<file path="src/rtl/snake_pkg.sv">
// ============================================================================
// Module      : snake_pkg
// Description : Shared types and default geometry for the snake game core.
// Revision    : 1.0
// ============================================================================
`default_nettype none

package snake_pkg;

    typedef enum logic [1:0] {
        UP    = 2'd0,
        DOWN  = 2'd1,
        LEFT  = 2'd2,
        RIGHT = 2'd3
    } direction;

    typedef enum logic [1:0] {
        IDLE    = 2'd0,
        RUN     = 2'd1,
        CRASHED = 2'd2
    } STATE_T;

    localparam int c_grid_w_default  = 32;
    localparam int c_grid_h_default  = 24;
    localparam int c_start_x_default = 16;
    localparam int c_start_y_default = 12;

endpackage

`default_nettype wire

</file>
<file path="src/rtl/snake_head_stepper_if.sv">
// ============================================================================
// Module      : snake_head_stepper_if
// Description : Steering-to-head and head-to-board signal bundle.
// Revision    : 1.0
// ============================================================================
`default_nettype none

interface snake_head_stepper_if #(
    parameter int XW = 5,
    parameter int YW = 5
);
    import snake_pkg::*;

    direction        dir;
    logic [XW-1:0]   head_x;
    logic [YW-1:0]   head_y;
    direction        dir_used;
    logic            step_valid;
    logic            crashed;
    logic [15:0]     step_count;

    modport master (
        output dir,
        input  head_x, head_y, dir_used, step_valid, crashed, step_count
    );

    modport slave (
        input  dir,
        output head_x, head_y, dir_used, step_valid, crashed, step_count
    );

endinterface

`default_nettype wire

</file>
<file path="src/rtl/snake_next_cell.sv">
// ============================================================================
// Module      : snake_next_cell
// Description : Combinational neighbour-cell calculator with wrap or range flag.
// Revision    : 1.0
// ============================================================================
`default_nettype none

module snake_next_cell
    import snake_pkg::*;
#(
    parameter int GRID_W = c_grid_w_default,
    parameter int GRID_H = c_grid_h_default,
    parameter int WRAP   = 1,
    parameter int XW     = $clog2(GRID_W),
    parameter int YW     = $clog2(GRID_H)
) (
    input  logic [XW-1:0] x,
    input  logic [YW-1:0] y,
    input  direction      dir,
    output logic [XW-1:0] nx,
    output logic [YW-1:0] ny,
    output logic          out_of_range
);

    // Edges compared explicitly: the grid is not necessarily a power of two.
    always_comb begin
        nx           = x;
        ny           = y;
        out_of_range = 1'b0;
        case (dir)
            DOWN: begin
                if (y == YW'(GRID_H - 1)) begin
                    if (WRAP != 0) ny = '0;
                    else           out_of_range = 1'b1;
                end else begin
                    ny = y + YW'(1);
                end
            end
            LEFT: begin
                if (x == '0) begin
                    if (WRAP != 0) nx = XW'(GRID_W - 1);
                    else           out_of_range = 1'b1;
                end else begin
                    nx = x - XW'(1);
                end
            end
            RIGHT: begin
                if (x == XW'(GRID_W - 1)) begin
                    if (WRAP != 0) nx = '0;
                    else           out_of_range = 1'b1;
                end else begin
                    nx = x + XW'(1);
                end
            end
            default: begin
                if (y == '0) begin
                    if (WRAP != 0) ny = YW'(GRID_H - 1);
                    else           out_of_range = 1'b1;
                end else begin
                    ny = y - YW'(1);
                end
            end
        endcase
    end

endmodule

`default_nettype wire

</file>
<file path="src/rtl/snake_head_stepper.sv">
// ============================================================================
// Module      : snake_head_stepper
// Description : Advances the snake head one cell per falling edge of clk_divided.
// Revision    : 1.0
// ============================================================================
`default_nettype none

module snake_head_stepper
    import snake_pkg::*;
#(
    parameter int GRID_W  = c_grid_w_default,
    parameter int GRID_H  = c_grid_h_default,
    parameter int START_X = c_start_x_default,
    parameter int START_Y = c_start_y_default,
    parameter int WRAP    = 1,
    parameter int XW      = $clog2(GRID_W),
    parameter int YW      = $clog2(GRID_H)
) (
    input  logic                 clk,
    input  logic                 rst,
    input  logic                 clk_divided,
    input  logic                 enable,
    input  logic                 restart,
    snake_head_stepper_if.slave  bus
);

    STATE_T         r_state;
    STATE_T         w_state_next;
    logic           r_clk_div_prev;
    logic [XW-1:0]  r_head_x;
    logic [YW-1:0]  r_head_y;
    direction       r_dir_used;
    logic           r_step_valid;
    logic           r_crashed;
    logic [15:0]    r_step_count;

    logic           w_tick;
    logic           w_do_step;
    logic           w_do_crash;
    logic [XW-1:0]  w_nx;
    logic [YW-1:0]  w_ny;
    logic           w_oor;

    assign w_tick = r_clk_div_prev & ~clk_divided;

    snake_next_cell #(
        .GRID_W (GRID_W),
        .GRID_H (GRID_H),
        .WRAP   (WRAP),
        .XW     (XW),
        .YW     (YW)
    ) u_next_cell (
        .x            (r_head_x),
        .y            (r_head_y),
        .dir          (bus.dir),
        .nx           (w_nx),
        .ny           (w_ny),
        .out_of_range (w_oor)
    );

    always_ff @(posedge clk) begin
        if (rst) r_state <= IDLE;
        else     r_state <= w_state_next;
    end

    always_comb begin
        w_state_next = r_state;
        w_do_step    = 1'b0;
        w_do_crash   = 1'b0;
        if (restart) begin
            w_state_next = IDLE;
        end else begin
            case (r_state)
                IDLE: begin
                    if (enable) w_state_next = RUN;
                end
                RUN: begin
                    if (!enable) begin
                        w_state_next = IDLE;
                    end else if (w_tick) begin
                        if (w_oor) begin
                            w_do_crash   = 1'b1;
                            w_state_next = CRASHED;
                        end else begin
                            w_do_step = 1'b1;
                        end
                    end
                end
                CRASHED: w_state_next = CRASHED;
                default: w_state_next = IDLE;
            endcase
        end
    end

    // The edge detector keeps tracking clk_divided through reset.
    always_ff @(posedge clk) begin
        r_clk_div_prev <= clk_divided;
        if (rst || restart) begin
            r_head_x     <= XW'(START_X);
            r_head_y     <= YW'(START_Y);
            r_dir_used   <= UP;
            r_step_valid <= 1'b0;
            r_crashed    <= 1'b0;
            r_step_count <= '0;
        end else begin
            r_step_valid <= w_do_step;
            if (w_do_step) begin
                r_head_x   <= w_nx;
                r_head_y   <= w_ny;
                r_dir_used <= bus.dir;
                if (r_step_count != 16'hFFFF) r_step_count <= r_step_count + 16'd1;
            end
            if (w_do_crash) r_crashed <= 1'b1;
        end
    end

    assign bus.head_x     = r_head_x;
    assign bus.head_y     = r_head_y;
    assign bus.dir_used   = r_dir_used;
    assign bus.step_valid = r_step_valid;
    assign bus.crashed    = r_crashed;
    assign bus.step_count = r_step_count;

endmodule

`default_nettype wire

</file>
<file path="src/flat_wrapper.sv">
// flat-port wrapper written by rule: the top's interface ports become plain ports
module snake_head_stepper_flat import snake_pkg::*;
#(
    parameter int GRID_W  = c_grid_w_default,
    parameter int GRID_H  = c_grid_h_default,
    parameter int START_X = c_start_x_default,
    parameter int START_Y = c_start_y_default,
    parameter int WRAP    = 1,
    parameter int XW      = $clog2(GRID_W),
    parameter int YW      = $clog2(GRID_H)
)
  (clk, rst, clk_divided, enable, restart, bus_dir, bus_head_x, bus_head_y, bus_dir_used, bus_step_valid, bus_crashed, bus_step_count);
  snake_head_stepper_if #(.XW(XW), .YW(YW)) bus_i ();
  input  logic clk;
  input  logic rst;
  input  logic clk_divided;
  input  logic enable;
  input  logic restart;
  input wire logic [$bits(bus_i.dir)-1:0] bus_dir;
  output wire logic [$bits(bus_i.head_x)-1:0] bus_head_x;
  output wire logic [$bits(bus_i.head_y)-1:0] bus_head_y;
  output wire logic [$bits(bus_i.dir_used)-1:0] bus_dir_used;
  output wire logic [$bits(bus_i.step_valid)-1:0] bus_step_valid;
  output wire logic [$bits(bus_i.crashed)-1:0] bus_crashed;
  output wire logic [$bits(bus_i.step_count)-1:0] bus_step_count;
  assign bus_i.dir = bus_dir;
  assign bus_head_x = bus_i.head_x;
  assign bus_head_y = bus_i.head_y;
  assign bus_dir_used = bus_i.dir_used;
  assign bus_step_valid = bus_i.step_valid;
  assign bus_crashed = bus_i.crashed;
  assign bus_step_count = bus_i.step_count;
  snake_head_stepper #(.GRID_W(GRID_W), .GRID_H(GRID_H), .START_X(START_X), .START_Y(START_Y), .WRAP(WRAP), .XW(XW), .YW(YW)) u_core (.clk(clk), .rst(rst), .clk_divided(clk_divided), .enable(enable), .restart(restart), .bus(bus_i));
endmodule
</file>
<file path="config.mk">
export PLATFORM = sky130hd
export DESIGN_NAME = snake_head_stepper_flat
export DESIGN_NICKNAME = d
export VERILOG_FILES = /design/src/rtl/snake_pkg.sv /design/src/rtl/snake_head_stepper_if.sv /design/src/rtl/snake_next_cell.sv /design/src/rtl/snake_head_stepper.sv /design/src/flat_wrapper.sv
export SDC_FILE = /design/constraint.sdc
export NUM_CORES = 1
export LEC_CHECK = 0
export CORE_MARGIN = 1.5
export CORE_UTILIZATION = 57
export CTS_BUF_LIST = sky130_fd_sc_hd__clkbuf_2
export DETAILED_ROUTE_END_ITERATION = 16
export PLACE_DENSITY = 0.85
export SLEW_MARGIN = 20
export SYNTH_ARGS = -nofsm -noshare
export SYNTH_HDL_FRONTEND = slang
export SYNTH_SLANG_ARGS = --single-unit
</file>
<file path="constraint.sdc">
create_clock -name clk -period 2.7 [get_ports clk]
set_input_delay 0.54 -clock clk [delete_from_list [all_inputs] [get_ports clk]]
set_output_delay 0.54 -clock clk [all_outputs]
set_load 0.01 [all_outputs]
</file>
==> results.md <==
- Pin count of the biggest net entering global routing: 18
- Switching power: 190.9 uW
- DR WL met3: 163 um
- Die footprint: 3454 um2
- Syn nets: roughly 230
- Clk root buf: clkbuf_2
- Clock Path Buffers: 2
- First-pass GRT wire length: ~6.6 mm
- Top cell family by delay on the critical path: simple AND/OR/NAND/NOR gates
- Die Y: 58.77 um
- CTS clock-pin slew for the worst setup and hold paths: about 170 ps
- Fmax: 489.3 MHz
- Area after DPL: 2177 um2
- CP Capture Type: flop
- Total core area: 3003 um2
- Tot GR Track Use: 24.76%
- Hpwl dp: 2.854 mm
- Clock skew: 11.45 ps
- Vias: around 1800
- Buf+Inv Stages, Crit Path: 1
- Synthesized-area fraction occupied by adder cells: 4.234%
- Met2 WL: 1.816 mm
- Clock Power Share: 30.7%
- Tightest Pin Transition: 550.4 ps
- Switching Fraction: 25.22%
- Post-synth EDFFs: 0
- Asr flop ratio synth: 0%
- Antenna violations before repair: 0
- Critical path arrival: 2360 ps
- Drt initial violations: 94
- Share of the yosys chip area belonging to registers: 36.13%
- Status: complete, no violations
- Sequential power share: 62.8%
- Max_slew headroom: 62.97%
- Total congestion overflow: 0
- Simple-Gate Fraction of Synth Area: 29.99%
- Inserted Clock Buffers: 5
- Vias per cell: 6.154
- Initial DRT Pass Iterations: 5
- Worst Path Max Fanout: 10
- Syn Area/Cell: 8.363 um2
- Final hold violations: 0
- Routed WL: 4.008 mm
- Area leader, netlist: dfxtp_1
- Rows: 20
- Wire per inst: 14.06 um
- Starting Density: 59.04%
- Setup ws final: roughly 660 ps
- Int Pwr: 566.1 uW
- Setup TNS Final: 0 ps
- Residual DRC: 0
- Final Setup Violations: 0
- PwrDens: around 340 nW/um2
- RSZ-0062 raised after global routing: false
- Type of the worst setup path: input pin to flop
- CP required: approximately 3000 ps
- Min Tclk post-route: 2044 ps
- IO Pins: 37
- Seq cells post-synth: 32
- Htree depth: 2
- WL met1: between 1.5 and 2 mm
- FF+latch area: 640.6 um2
- Setup Buffers After CTS: 0
- Setup WS pre-CTS: 328.1 ps
- LEAKAGE: 0.7256 nW
- Critical Path Source Type: input pin
- Maxcap violations: 0
- Post-CTS Resized: 0
- Most frequent cell after synthesis: dfxtp_1
- Syn-to-layout area delta: 24.98%
- Worst-Skew Late Latency: around 360 ps
- HP Class: flop to flop
- Slowest CP cell: or4_1
- Overall Power: 757.1 uW
- ANT cells: 0
- Worst vdd ir: 354.2 uV
- Post-route ant nets: 0
- Final #Nets: 264
- Final Max Tran Viols: 0
- Core Util, Final: 73.79%
- Multi-input logic area: 1055 um2
- Port Buffers: 35
- CP cell instances: clkdlybuf4s50_1 > and4bb_2 > nand4_2 > or4_1 > a21oi_1
- CTS hold repair buffers: 0
- YS warnings: 0
- Post-synthesis cell count: between 200 and 250
- Clock Sinks: 32
- Count of cell types in the netlist: 49
- Comb power frac: 6.5%
- Main combinational cell family by area after synthesis: simple AND/OR/NAND/NOR gates
- Synth Area in XOR/XNOR: 1.976%
- Fin crit share: 75.70%
- Synth top area share: 36.13%
- Post-route cell area: 2216 um2
- Commonest cells in the netlist: 32 x dfxtp_1, 19 x a21oi_1, 18 x nand2_1
- Reg-to-reg slack, setup: 710 ps
- Mux share of post-synthesis cell area: 3.387%
- Gpl congestion: 0.8292
- Highest Signal Layer: met4
- Number of global-route vias before repair: 1445
- Compound-gate portion of the synthesized area: 19.69%
- Ys flop type: dfxtp_1
- Top cells by area, synth: dfxtp_1 36%, a21oi_1 5.4%, ha_1 4.2%
- Fill count: 239
- Layout cell share with drive strength beyond 1: 8.333%
- CP peak stage delay: 560 ps
- Die X: about 60 um
- Mapped Area: between 1500 and 2000 um2
- CTS tree: yes
[cell type report]
class                      instances  area share, %
multi-input combinational        161          47.60
timing repair buffer              43          18.52
sequential                        32          28.91
tap                               33          1.863
clock buffer                       7          1.581
clock inverter                     1         0.1694
inverter                           8          1.355
[layer usage]
metal,GRT usage (%),vias up
li1,-,879
met1,35.80,825
met2,36.35,43
met3,6.593,7
met4,6.818,0
met5,0,-
[power groups by stage]
stage          Sequential, mW  Clock, mW  Combinational [mW]
2_1_floorplan           0.485          0              0.0279
3_3_place_gp            0.485          0              0.0484
3_5_place_dp            0.485          0              0.0488
4_1_cts                 0.476      0.241              0.0489
5_1_grt                 0.476      0.263              0.0536
6_report                0.476      0.232              0.0492
[worst register-to-register path, delay by kind of cell (launching register included)]
family / cells / cell delay [ps]
adders and majority gates: 1 / 230
DFF: 1 / 430
muxes: 1 / 220
and+or+nand+nor: 3 / 1050
[stage by stage]
step | cells | hold slack [ps]
3_5_place_dp | 277 | 449.5
2_1_floorplan | 212 | 413.5
4_1_cts | 285 | 450.2
3_3_place_gp | 277 | 425.1
6_report | 285 | 467.1
5_1_grt | 285 | 487.5
[cell usage in the layout (no fill, tap or decap), types with 7 or more instances in the layout]
cell and count:
clkbuf_2 7, o21ai_0 7, or3_1 10, buf_4 8, dfxtp_1 32, nor2_1 10, inv_1 8, nand3_1 11
a21oi_1 19, o31ai_1 8, clkdlybuf4s50_1 35, nand2_1 18
[flip-flops by register name, indices dropped and copies added (netlist names)]
register               count
u_core.r_clk_div_prev      1
u_core.bus.head_x          5
u_core.bus.head_y          5
u_core.bus.step_valid      1
u_core.bus.dir_used        2
u_core.r_state             2
u_core.bus.step_count     16
[path summary, 6_finish.rpt]
check | startpoint | to | cells after the start
worst max register to register | u_core.bus.step_count[0] | u_core.bus.step_count[12] | 5
worst max-delay path | restart | u_core.bus.step_count[7] | 5
worst min-delay path | u_core.r_state[0] | u_core.r_state[1] | 1
worst min register to register | u_core.r_state[0] | u_core.r_state[1] | 1
[cell families after synthesis]
family / count (synthesis)
muxes: 6
AOI/OAI and AO/OA: 53
DFF: 32
xor gates and xnor gates: 4
and+or+nand+nor: 91
buffers and inverters: 19
adders and majority gates: 6
other: 1
Note: power is estimated with default switching activity, not from simulation.
